--- src/rtl/fpga_rst_seq_if.sv ---
// Signal bundle between the board reset sequencer and its neighbours:
// PLL lock and ndmreset in, sequenced resets and lock status out.
interface fpga_rst_seq_if;
  logic       pll_locked_i;
  logic       ndmreset_i;
  logic       dm_rst_no;
  logic       soc_rst_no;
  logic [1:0] rst_state_o;
  logic       lock_lost_o;
  logic [7:0] lock_loss_cnt_o;

  modport master (
    output pll_locked_i,
    output ndmreset_i,
    input  dm_rst_no,
    input  soc_rst_no,
    input  rst_state_o,
    input  lock_lost_o,
    input  lock_loss_cnt_o
  );

  modport slave (
    input  pll_locked_i,
    input  ndmreset_i,
    output dm_rst_no,
    output soc_rst_no,
    output rst_state_o,
    output lock_lost_o,
    output lock_loss_cnt_o
  );
endinterface

--- src/rtl/fpga_rst_seq.sv ---
// Board reset sequencer: qualifies PLL lock, releases dm_top then SoC/UART reset,
// folds in ndmreset. Optional lock-loss counter: FPGA_RST_SEQ_LOCK_CNT_EN.
module fpga_rst_seq #(
  parameter int LockStableCycles = 1024,
  parameter int SocRstHoldCycles = 16,
  parameter int NdmRstMinCycles  = 8,
  parameter int SyncStages       = 2
) (
  input  logic          core_clk,
  input  logic          sys_rst_n,
  fpga_rst_seq_if.slave bus
);

  localparam int LockW = (LockStableCycles > 1) ? $clog2(LockStableCycles) : 1;
  localparam int HoldW = (SocRstHoldCycles > 1) ? $clog2(SocRstHoldCycles) : 1;
  localparam int NdmW  = (NdmRstMinCycles  > 1) ? $clog2(NdmRstMinCycles)  : 1;

  localparam logic [LockW-1:0] LockMax = LockW'(LockStableCycles - 1);
  localparam logic [HoldW-1:0] HoldMax = HoldW'(SocRstHoldCycles - 1);
  localparam logic [NdmW-1:0]  NdmMax  = NdmW'(NdmRstMinCycles - 1);

  typedef enum logic [1:0] {
    WAIT_LOCK = 2'd0,
    SOC_HOLD  = 2'd1,
    RUN       = 2'd2,
    NDM       = 2'd3
  } state_e;

  logic [1:0]            rst_sync_r;
  logic                  rst_n_s;
  logic [SyncStages-1:0] sync_r;
  logic                  s_lock_s;

  state_e                state_r, state_nxt_s;
  logic [LockW-1:0]      lock_cnt_r, lock_cnt_nxt_s;
  logic [HoldW-1:0]      hold_cnt_r, hold_cnt_nxt_s;
  logic [NdmW-1:0]       ndm_cnt_r, ndm_cnt_nxt_s;
  logic                  dm_rst_r, dm_rst_nxt_s;
  logic                  soc_rst_r, soc_rst_nxt_s;
  logic                  lock_lost_r, lock_lost_nxt_s;

  // Board reset: asserts asynchronously, releases two edges later on core_clk.
  always_ff @(posedge core_clk or negedge sys_rst_n) begin
    if (!sys_rst_n) begin
      rst_sync_r <= 2'b00;
    end else begin
      rst_sync_r <= {rst_sync_r[0], 1'b1};
    end
  end

  assign rst_n_s = rst_sync_r[1];

  // PLL lock synchroniser; the only consumer of pll_locked_i.
  always_ff @(posedge core_clk or negedge rst_n_s) begin
    if (!rst_n_s) begin
      sync_r <= '0;
    end else begin
      sync_r <= {sync_r[SyncStages-2:0], bus.pll_locked_i};
    end
  end

  assign s_lock_s = sync_r[SyncStages-1];

  // Sequencer state, counters and registered reset outputs.
  always_ff @(posedge core_clk or negedge rst_n_s) begin
    if (!rst_n_s) begin
      state_r     <= WAIT_LOCK;
      lock_cnt_r  <= '0;
      hold_cnt_r  <= '0;
      ndm_cnt_r   <= '0;
      dm_rst_r    <= 1'b0;
      soc_rst_r   <= 1'b0;
      lock_lost_r <= 1'b0;
    end else begin
      state_r     <= state_nxt_s;
      lock_cnt_r  <= lock_cnt_nxt_s;
      hold_cnt_r  <= hold_cnt_nxt_s;
      ndm_cnt_r   <= ndm_cnt_nxt_s;
      dm_rst_r    <= dm_rst_nxt_s;
      soc_rst_r   <= soc_rst_nxt_s;
      lock_lost_r <= lock_lost_nxt_s;
    end
  end

  // Next-state logic; lock loss is applied last so it overrides every other move.
  always_comb begin
    state_nxt_s     = state_r;
    lock_cnt_nxt_s  = lock_cnt_r;
    hold_cnt_nxt_s  = hold_cnt_r;
    ndm_cnt_nxt_s   = ndm_cnt_r;
    dm_rst_nxt_s    = dm_rst_r;
    soc_rst_nxt_s   = soc_rst_r;
    lock_lost_nxt_s = lock_lost_r;

    case (state_r)
      WAIT_LOCK: begin
        dm_rst_nxt_s  = 1'b0;
        soc_rst_nxt_s = 1'b0;
        if (!s_lock_s) begin
          lock_cnt_nxt_s = '0;
        end else if (lock_cnt_r == LockMax) begin
          state_nxt_s    = SOC_HOLD;
          dm_rst_nxt_s   = 1'b1;
          hold_cnt_nxt_s = '0;
        end else begin
          lock_cnt_nxt_s = lock_cnt_r + 1'b1;
        end
      end
      SOC_HOLD: begin
        dm_rst_nxt_s  = 1'b1;
        soc_rst_nxt_s = 1'b0;
        if (bus.ndmreset_i) begin
          state_nxt_s   = NDM;
          ndm_cnt_nxt_s = '0;
        end else if (hold_cnt_r == HoldMax) begin
          state_nxt_s   = RUN;
          soc_rst_nxt_s = 1'b1;
        end else begin
          hold_cnt_nxt_s = hold_cnt_r + 1'b1;
        end
      end
      RUN: begin
        dm_rst_nxt_s  = 1'b1;
        soc_rst_nxt_s = 1'b1;
        if (bus.ndmreset_i) begin
          state_nxt_s   = NDM;
          soc_rst_nxt_s = 1'b0;
          ndm_cnt_nxt_s = '0;
        end else begin
          state_nxt_s = RUN;
        end
      end
      NDM: begin
        dm_rst_nxt_s  = 1'b1;
        soc_rst_nxt_s = 1'b0;
        if (!bus.ndmreset_i && (ndm_cnt_r == NdmMax)) begin
          state_nxt_s    = SOC_HOLD;
          hold_cnt_nxt_s = '0;
        end else if (ndm_cnt_r != NdmMax) begin
          ndm_cnt_nxt_s = ndm_cnt_r + 1'b1;
        end else begin
          ndm_cnt_nxt_s = ndm_cnt_r;
        end
      end
      default: begin
        state_nxt_s    = WAIT_LOCK;
        dm_rst_nxt_s   = 1'b0;
        soc_rst_nxt_s  = 1'b0;
        lock_cnt_nxt_s = '0;
      end
    endcase

    if ((state_r != WAIT_LOCK) && !s_lock_s) begin
      state_nxt_s     = WAIT_LOCK;
      dm_rst_nxt_s    = 1'b0;
      soc_rst_nxt_s   = 1'b0;
      lock_cnt_nxt_s  = '0;
      lock_lost_nxt_s = 1'b1;
    end else begin
      lock_lost_nxt_s = lock_lost_nxt_s;
    end
  end

`ifdef FPGA_RST_SEQ_LOCK_CNT_EN
  logic [7:0] loss_cnt_r;

  // Saturating lock-loss statistic, stepped on the same condition that forces WAIT_LOCK.
  always_ff @(posedge core_clk or negedge rst_n_s) begin
    if (!rst_n_s) begin
      loss_cnt_r <= 8'h00;
    end else if ((state_r != WAIT_LOCK) && !s_lock_s && (loss_cnt_r != 8'hFF)) begin
      loss_cnt_r <= loss_cnt_r + 8'h01;
    end else begin
      loss_cnt_r <= loss_cnt_r;
    end
  end

  assign bus.lock_loss_cnt_o = loss_cnt_r;
`else
  assign bus.lock_loss_cnt_o = 8'h00;
`endif

  assign bus.dm_rst_no   = dm_rst_r;
  assign bus.soc_rst_no  = soc_rst_r;
  assign bus.rst_state_o = state_r;
  assign bus.lock_lost_o = lock_lost_r;

endmodule

--- src/flat_wrapper.sv ---
// flat-port wrapper written by rule: the top's interface ports become plain ports
module fpga_rst_seq_flat 
#(
  parameter int LockStableCycles = 1024,
  parameter int SocRstHoldCycles = 16,
  parameter int NdmRstMinCycles  = 8,
  parameter int SyncStages       = 2
)
  (core_clk, sys_rst_n, bus_pll_locked_i, bus_ndmreset_i, bus_dm_rst_no, bus_soc_rst_no, bus_rst_state_o, bus_lock_lost_o, bus_lock_loss_cnt_o);
  fpga_rst_seq_if bus_i ();
  input  logic core_clk;
  input  logic sys_rst_n;
  input wire logic [$bits(bus_i.pll_locked_i)-1:0] bus_pll_locked_i;
  input wire logic [$bits(bus_i.ndmreset_i)-1:0] bus_ndmreset_i;
  output wire logic [$bits(bus_i.dm_rst_no)-1:0] bus_dm_rst_no;
  output wire logic [$bits(bus_i.soc_rst_no)-1:0] bus_soc_rst_no;
  output wire logic [$bits(bus_i.rst_state_o)-1:0] bus_rst_state_o;
  output wire logic [$bits(bus_i.lock_lost_o)-1:0] bus_lock_lost_o;
  output wire logic [$bits(bus_i.lock_loss_cnt_o)-1:0] bus_lock_loss_cnt_o;
  assign bus_i.pll_locked_i = bus_pll_locked_i;
  assign bus_i.ndmreset_i = bus_ndmreset_i;
  assign bus_dm_rst_no = bus_i.dm_rst_no;
  assign bus_soc_rst_no = bus_i.soc_rst_no;
  assign bus_rst_state_o = bus_i.rst_state_o;
  assign bus_lock_lost_o = bus_i.lock_lost_o;
  assign bus_lock_loss_cnt_o = bus_i.lock_loss_cnt_o;
  fpga_rst_seq #(.LockStableCycles(LockStableCycles), .SocRstHoldCycles(SocRstHoldCycles), .NdmRstMinCycles(NdmRstMinCycles), .SyncStages(SyncStages)) u_core (.core_clk(core_clk), .sys_rst_n(sys_rst_n), .bus(bus_i));
endmodule
--- config.mk ---
export PLATFORM = sky130hd
export DESIGN_NAME = fpga_rst_seq_flat
export DESIGN_NICKNAME = d
export VERILOG_FILES = /design/src/rtl/fpga_rst_seq_if.sv /design/src/rtl/fpga_rst_seq.sv /design/src/flat_wrapper.sv
export SDC_FILE = /design/constraint.sdc
export NUM_CORES = 1
export LEC_CHECK = 0
export ABC_AREA = 1
export CORE_MARGIN = 2
export CORE_UTILIZATION = 55
export CTS_CLUSTER_DIAMETER = 50
export DETAILED_ROUTE_END_ITERATION = 7
export PLACE_DENSITY = 0.74
export RECOVER_POWER = 25
export SYNTH_ARGS = -nofsm -noshare
export SYNTH_HDL_FRONTEND = slang
export SYNTH_SLANG_ARGS = --single-unit
--- constraint.sdc ---
create_clock -name core_clk -period 0.91 [get_ports core_clk]
set_clock_uncertainty 0.05 [all_clocks]
set_input_delay 0.273 -clock core_clk [delete_from_list [all_inputs] [get_ports core_clk]]
set_output_delay 0.273 -clock core_clk [all_outputs]
set_load 0.005 [all_outputs]
==> summary.md, run 1 <==
| Metric | Value |
|---|---|
| Comb power frac | `60.7%` |
| First-pass GRT wire length | `6740 um` |
| Post-synthesis async set-or-reset flop share | `100%` |
| Crit-path slowest cell | `dfrtp_1` |
| Largest net degree at the start of global routing | `25` |
| Most frequent cell after synthesis | `nand2_1` |
| Clock Sinks | `26` |
| Ys Warns | `0` |
| GPL Wtd Cong | `0.790` |
| Netlist cell types | `26` |
| Prevailing post-synth register cell | `dfrtp_1` |
| Initial core utilization | `56.6%` |
| Vias in the first global route | `1531` |
| Tcrit/Tclk final | `181%` |
| Worst Path Max Fanout | `4` |
| RSZ-0062 raised after global routing | `true` |
| Area grow syn2layout | `51.0%` |
| Post-detailed-route DRC marker count | `0` |
| Antenna viol nets, final | `0` |
| Post-synth EDFFs | `0` |
| Final setup fails | `27` |
| Synth top cells by count | `nand2_1 (51), dfrtp_1 (26), nand3_1 (20), inv_1 (18), nor2_1 (16)` |
| Switching Fraction | `41.0%` |
| CTS tree | `done` |
| Clock power share | `13.7%` |
| Rel. slew slack | `64.3%` |
| Worst path bufs/invs | `1` |
| Slowest stage delay, CP | `0.42 ns` |
| Worst-path clk slew | `0.15 ns` |
| Clock Latency Late Sink | `0.34 ns` |
| Slew @ Worst Pin | `0.536 ns` |
| DIE AREA | `3200 um^2` |
| Highest clock rate | `607 MHz` |
| Hold Worst Slack | `0.0842 ns` |
| DRT Pass-1 Iters | `5` |
| Maximum VDD drop | `2700 uV` |
| Critical-path cell list | `ha_2 > nand2_2 > nor2_4 > nand3_4 > nand2_8 > buf_4 > nand3_4 > nand2_1 > nand2_1` |
| Avg WL per Cell | `16.5 um` |
| Clock buffer depth | `2` |
| H-tree depth | `1` |
| HPWL after DPL | `2460 um` |
| Syn avg cell area | `8.01 um^2` |
| Port bufs | `8` |
| Initial DRC Count | `66` |
| Root buf cell | `clkbuf_4` |
| Die height | `56.6 um` |
| Synth Register Bits | `26` |
| Share of post-route cells with drive strength above 1 | `45.6%` |
| Hold_buf cts | `0` |
| Synth area leader | `dfrtp_1` |
| Nets | `266` |
| Final Hold Violating Endpoints | `0` |
| Final Routed Wirelength | `4660 um` |
| Pwr dens | `2640 nW/um^2` |
| Initial antenna violation count | `0` |
| Worst path required time | `1.10 ns` |
| Num CTS Buffers | `3` |
| Status | `complete, but fails checks` |
| Maxcap violations | `0` |
| Ant diodes | `0` |
| Gr usage total | `26.8%` |
| Leakage | `1.14 nW` |
| Internal power consumption | `3.57 mW` |
| Top Ports | `17` |
| Critical path endpoint category | `flip-flop` |
| Utilization after layout | `85.5%` |
| Final max-slew violation count | `0` |
| Critical path type | `reg -> reg` |
| Setup_tns | `-15.18 ns` |
| Final setup margin | `-0.738 ns` |
| Num rows | `19` |
| Share of the synthesized area in the top cell type | `42.8%` |
| HP Class | `in -> async` |
| Placeable core area | `2690 um^2` |
| Failing checks | `setup timing` |
| Vias | `1573` |
| Crit path time final | `1.65 ns` |
| Via density per instance | `5.56` |
| Register area share after synthesis | `42.8%` |
| Worst Setup Start Kind | `flip-flop` |
| Net Sw Power | `2.48 mW` |
| Worst Path Arrival | `1.84 ns` |
| Syn Inst Count | `190` |
| Sequential share of power | `25.5%` |
| Crit path max-delay family | `simple AND/OR/NAND/NOR gates` |
| Die width | `56.6 um` |
| Grt ovf | `0` |
| Mapped cell area | `1520 um^2` |
| Top cells by area, synth | `dfrtp_1 (43%), nand2_1 (13%), ha_1 (7.4%), nand3_1 (6.6%), inv_1 (4.4%)` |
==> cells in the final DEF (no fill, tap or decap), types with 3 or more instances in the layout <==
cell type,n
buf_2,5
buf_4,43
buf_6,9
clkbuf_4,3
conb_1,9
dfrtp_1,24
ha_4,5
inv_1,12
inv_2,4
inv_4,4
nand2_1,40
nand2_2,11
nand3_1,16
nand3_2,3
nand4_1,6
nor2_1,11
nor2_4,6
o21ai_1,6
o21ai_2,3
xor2_1,3
==> metrics by stage <==
step                      setup slack, ns  instances  area [um^2]  total power, mW
final                              -0.738        283         2300             6.05
after global routing               -0.790        283         2300             6.33
after CTS                          -0.595        275         2130             5.06
after detailed placement           -0.690        262         1940             3.79
after global placement             -0.645        262         1940             3.70
after floorplan                    -0.509        197         1610             2.90
==> final cells by class <==
type / count / area, um^2
Clock inverter: 1 / 30.0
Sequential cell: 26 / 653
Tap cell: 31 / 38.8
Clock buffer: 3 / 22.5
Fill cell: 135 / 389
Timing Repair inverter: 1 / 8.76
Multi-Input combinational cell: 139 / 958
Inverter: 21 / 101
Timing Repair Buffer: 61 / 484
==> registers in the layout (all words and copies together), names as in the netlist <==
| register | cells |
|---|---|
| u_core.bus.dm_rst_no | 1 |
| u_core.bus.lock_lost_o | 1 |
| u_core.bus.rst_state_o | 2 |
| u_core.bus.soc_rst_no | 1 |
| u_core.hold_cnt_r | 4 |
| u_core.lock_cnt_r | 10 |
| u_core.ndm_cnt_r | 3 |
| u_core.rst_sync_r | 2 |
| u_core.sync_r | 2 |
==> cell families (layout without fill, tap and decap cells) <==
kind of cell    after synthesis  after routing  synth area share [%]
simple gates                103            103                  31.7
buf+inv                      32             87                  10.4
xor+xnor                      4              4                  2.30
compound gates               14             14                  5.02
fa+ha+maj                     9              9                  7.40
other cells                   2              9                 0.494
flops                        26             26                  42.8
==> worst reg2reg max path: cells and delay by family (launching register included) <==
family	cells	cell delay, ns
adder cells (fa/ha/maj)	1	0.21
buffers and inverters	1	0.13
flip-flops	1	0.42
AND/OR/NAND/NOR	7	0.75
==> path summary, 6_finish.rpt <==
kind / from / endpoint / slack (ns) / cells past startpoint
worst max-delay path: u_core.lock_cnt_r[1]$_DFFE_PN0P_ / u_core.hold_cnt_r[1]$_DFFE_PN0P_ / -0.74 / 9
worst max register to register: u_core.lock_cnt_r[1]$_DFFE_PN0P_ / u_core.hold_cnt_r[1]$_DFFE_PN0P_ / -0.74 / 9
worst min-delay path: sys_rst_n / u_core.rst_sync_r[1]$_DFF_PN0_ / 0.08 / 1
max in group asynchronous: u_core.rst_sync_r[1]$_DFF_PN0_ / u_core.bus.rst_state_o[1]$_DFFE_PN0P_ / 0.15 / 1
min in group core_clk: u_core.rst_sync_r[0]$_DFF_PN0_ / u_core.rst_sync_r[1]$_DFF_PN0_ / 0.32 / 0
worst min register to register: u_core.rst_sync_r[1]$_DFF_PN0_ / u_core.bus.dm_rst_no$_DFF_PN0_ / 0.29 / 1
==> power groups by stage <==
stage / combinational [mW] / clock, mW / sequential [mW]
2_1_floorplan: 1.37 / 0 / 1.53
3_3_place_gp: 2.19 / 0 / 1.51
3_5_place_dp: 2.27 / 0 / 1.53
4_1_cts: 2.74 / 0.818 / 1.51
5_1_grt: 3.90 / 0.868 / 1.56
6_report: 3.68 / 0.832 / 1.54
==> what timing repair did <==
action / in CTS / in global routing
gates cloned: 1 / 0
buffers inserted: 10 / 8
pin swaps: 19 / 18
setup endpoints to repair: 27 / 27
gates resized for setup: 47 / 31
==> layer usage <==
layer / share of wire, % / up-vias / global-route usage (%)
met5: 0 / - / 0
met3: 4.7 / 25 / 3.69
met4: 5.2 / 0 / 12.9
li1: - / 711 / -
met1: 36 / 767 / 30.8
met2: 54 / 70 / 48.2
No activity file was read; power rests on OpenSTA's default activity.
==> run 2: changes to the inputs <==
--- a/config.mk
+++ b/config.mk
@@ -6,12 +6,14 @@
 export NUM_CORES = 1
 export LEC_CHECK = 0
 export ABC_AREA = 1
+export CORE_ASPECT_RATIO = 1.4
 export CORE_MARGIN = 2
 export CORE_UTILIZATION = 55
 export CTS_CLUSTER_DIAMETER = 50
 export DETAILED_ROUTE_END_ITERATION = 7
 export PLACE_DENSITY = 0.74
 export RECOVER_POWER = 25
+export SLEW_MARGIN = 0
 export SYNTH_ARGS = -nofsm -noshare
 export SYNTH_HDL_FRONTEND = slang
 export SYNTH_SLANG_ARGS = --single-unit
==> run 2 against run 1 <==
The run still ends with setup timing left. Via count shrank 3.1%. Non-clock buffer count is 7 lower. Combinational power decreased by 7.6%. Largest cell class unchanged. Highest routed layer unchanged.
==> summary.md, run 2 (synthesis gave the netlist of run 1 again) <==
| Metric | Value |
|---|---|
| Setup_tns | `-14.11 ns` |
| Clock Latency Late Sink | `0.33 ns` |
| Highest clock rate | `627 MHz` |
| Clock Sinks | `26` |
| Worst-path clk slew | `0.15 ns` |
| Largest net degree at the start of global routing | `25` |
| Worst Path Max Fanout | `5` |
| Placeable core area | `2620 um^2` |
| DRT Pass-1 Iters | `4` |
| Initial antenna violation count | `0` |
| Dpl cell area | `1960 um^2` |
| Max reg flops | `10` |
| Area grow syn2layout | `49.8%` |
| Worst path bufs/invs | `1` |
| Pwr dens | `2540 nW/um^2` |
| Share of post-route cells with drive strength above 1 | `45.7%` |
| Biggest register | `u_core.lock_cnt_r` |
| Gr usage total | `28.8%` |
| Post-Place Cells | `268` |
| Slew @ Worst Pin | `0.603 ns` |
| Num rows | `22` |
| Clock buffer depth | `2` |
| Via density per instance | `5.42` |
| Crit path time final | `1.59 ns` |
| H-tree depth | `1` |
| Final setup fails | `27` |
| Initial core utilization | `58.2%` |
| Utilization after layout | `87.1%` |
| Avg WL per Cell | `16.5 um` |
| Biggest regs | `u_core.lock_cnt_r (10), u_core.hold_cnt_r (4), u_core.ndm_cnt_r (3)` |
| Final Hold Violating Endpoints | `0` |
| Maxcap violations | `0` |
| Leakage | `1.16 nW` |
| Die height | `66.2 um` |
| Grt ovf | `0` |
| Crit path max-delay family | `flip-flops` |
| Tcrit/Tclk final | `175%` |
| Num CTS Buffers | `3` |
| HP Class | `in -> async` |
| Vias | `1524` |
| Power, Total | `5.79 mW` |
| Hold Worst Slack | `0.106 ns` |
| Slowest stage delay, CP | `0.51 ns` |
| Maximum VDD drop | `2250 uV` |
| Final cell count without fillers | `281` |
| Rel. slew slack | `59.8%` |
| # fillers | `133` |
| Ant diodes | `0` |
| Place WS | `-0.707 ns` |
| Fin area | `2280 um^2` |
| Antenna viol nets, final | `0` |
| Most common cell after layout, fill and taps aside | `buf_4` |
| CTS tree | `done` |
| Nets | `259` |
| Post-detailed-route DRC marker count | `0` |
| Critical path type | `reg -> reg` |
| DIE AREA | `3210 um^2` |
| Root buf cell | `clkbuf_4` |
| Failing checks | `setup timing` |
| Vias in the first global route | `1513` |
| Worst path required time | `1.14 ns` |
| RSZ-0062 raised after global routing | `true` |
| First-pass GRT wire length | `6890 um` |
| Final max-slew violation count | `0` |
| Initial DRC Count | `44` |
| Crit-path slowest cell | `dfrtp_2` |
| Final Routed Wirelength | `4640 um` |
| Worst Path Arrival | `1.82 ns` |
| Critical-path cell list | `ha_1 > o21ai_2 > nand2_2 > nor2_4 > buf_4 > nand3_1 > nand2_1` |
| Area occupied by multi-input gates | `996 um^2` |
| Final setup margin | `-0.685 ns` |
| Commonest non-fill, non-tap cells in the layout | `buf_4 (40), nand2_1 (36), dfrtp_1 (24)` |
| Top Ports | `17` |
| GPL Wtd Cong | `0.837` |
| Status | `complete, but fails checks` |
| Die width | `48.5 um` |
| FF/Latch Area | `653 um^2` |
| Critical path endpoint category | `flip-flop` |
| HPWL after DPL | `2660 um` |
| Worst Setup Start Kind | `flip-flop` |
| Port bufs | `8` |
## run 2: changes by cell type in the layout (fill, tap and decap cells not counted), sizes merged
cell    delta
clkinv     +1
clkbuf     +1
buf        -8
inv        -1
## run 2: what timing repair did
action,CTS,global route
gates resized for setup,51,32
setup buffers,6,2
pin swaps,13,9
hold buffers,0,0
endpoints found under the setup margin,27,27
gates cloned,1,0
## run 2: worst paths after layout
| path | start | end | slack, ns | depth (start not counted) |
|---|---|---|---|---|
| setup / recovery | u_core.bus.rst_state_o[0]$_DFFE_PN0P_ | u_core.hold_cnt_r[2]$_DFFE_PN0P_ | -0.68 | 7 |
| hold / removal | sys_rst_n | u_core.rst_sync_r[1]$_DFF_PN0_ | 0.11 | 1 |
| setup reg to reg | u_core.bus.rst_state_o[0]$_DFFE_PN0P_ | u_core.hold_cnt_r[2]$_DFFE_PN0P_ | -0.68 | 7 |
| hold reg to reg | u_core.rst_sync_r[1]$_DFF_PN0_ | u_core.bus.dm_rst_no$_DFF_PN0_ | 0.31 | 1 |
| max in group asynchronous | u_core.rst_sync_r[1]$_DFF_PN0_ | u_core.bus.rst_state_o[1]$_DFFE_PN0P_ | 0.08 | 1 |
| min in group core_clk | bus_pll_locked_i | u_core.sync_r[0]$_DFF_PN0_ | 0.32 | 1 |
## run 2: worst register-to-register path: stages (launching register included)
cell	delay (ns)
dfrtp_2	0.51
ha_1	0.30
o21ai_2	0.12
nand2_2	0.09
nor2_4	0.14
buf_4	0.15
nand3_1	0.10
nand2_1	0.09
## run 2: area by class of cell
type	instances	area share (%)
Sequential cell	26	28.7
Timing Repair Buffer	54	18.3
Timing Repair inverter	1	0.714
Inverter	21	4.34
Clock inverter	1	1.32
Tap cell	36	1.98
Multi-Input combinational cell	139	43.7
Clock buffer	3	0.988
## run 2: per-layer routing
layer | track usage, % | up-vias | share of wire [%]
met1 | 27.0 | 739 | 31
li1 | - | 698 | -
met2 | 61.8 | 59 | 61
met3 | 2.49 | 28 | 3.4
met5 | 0 | - | 0
met4 | 12.1 | 0 | 4.6
## run 2: where the power goes
| part | switching (mW) | internal (mW) |
|---|---|---|
| registers | 0.231 | 1.35 |
| logic | 1.87 | 1.53 |
| clock network | 0.362 | 0.446 |
| total | 2.46 | 3.33 |
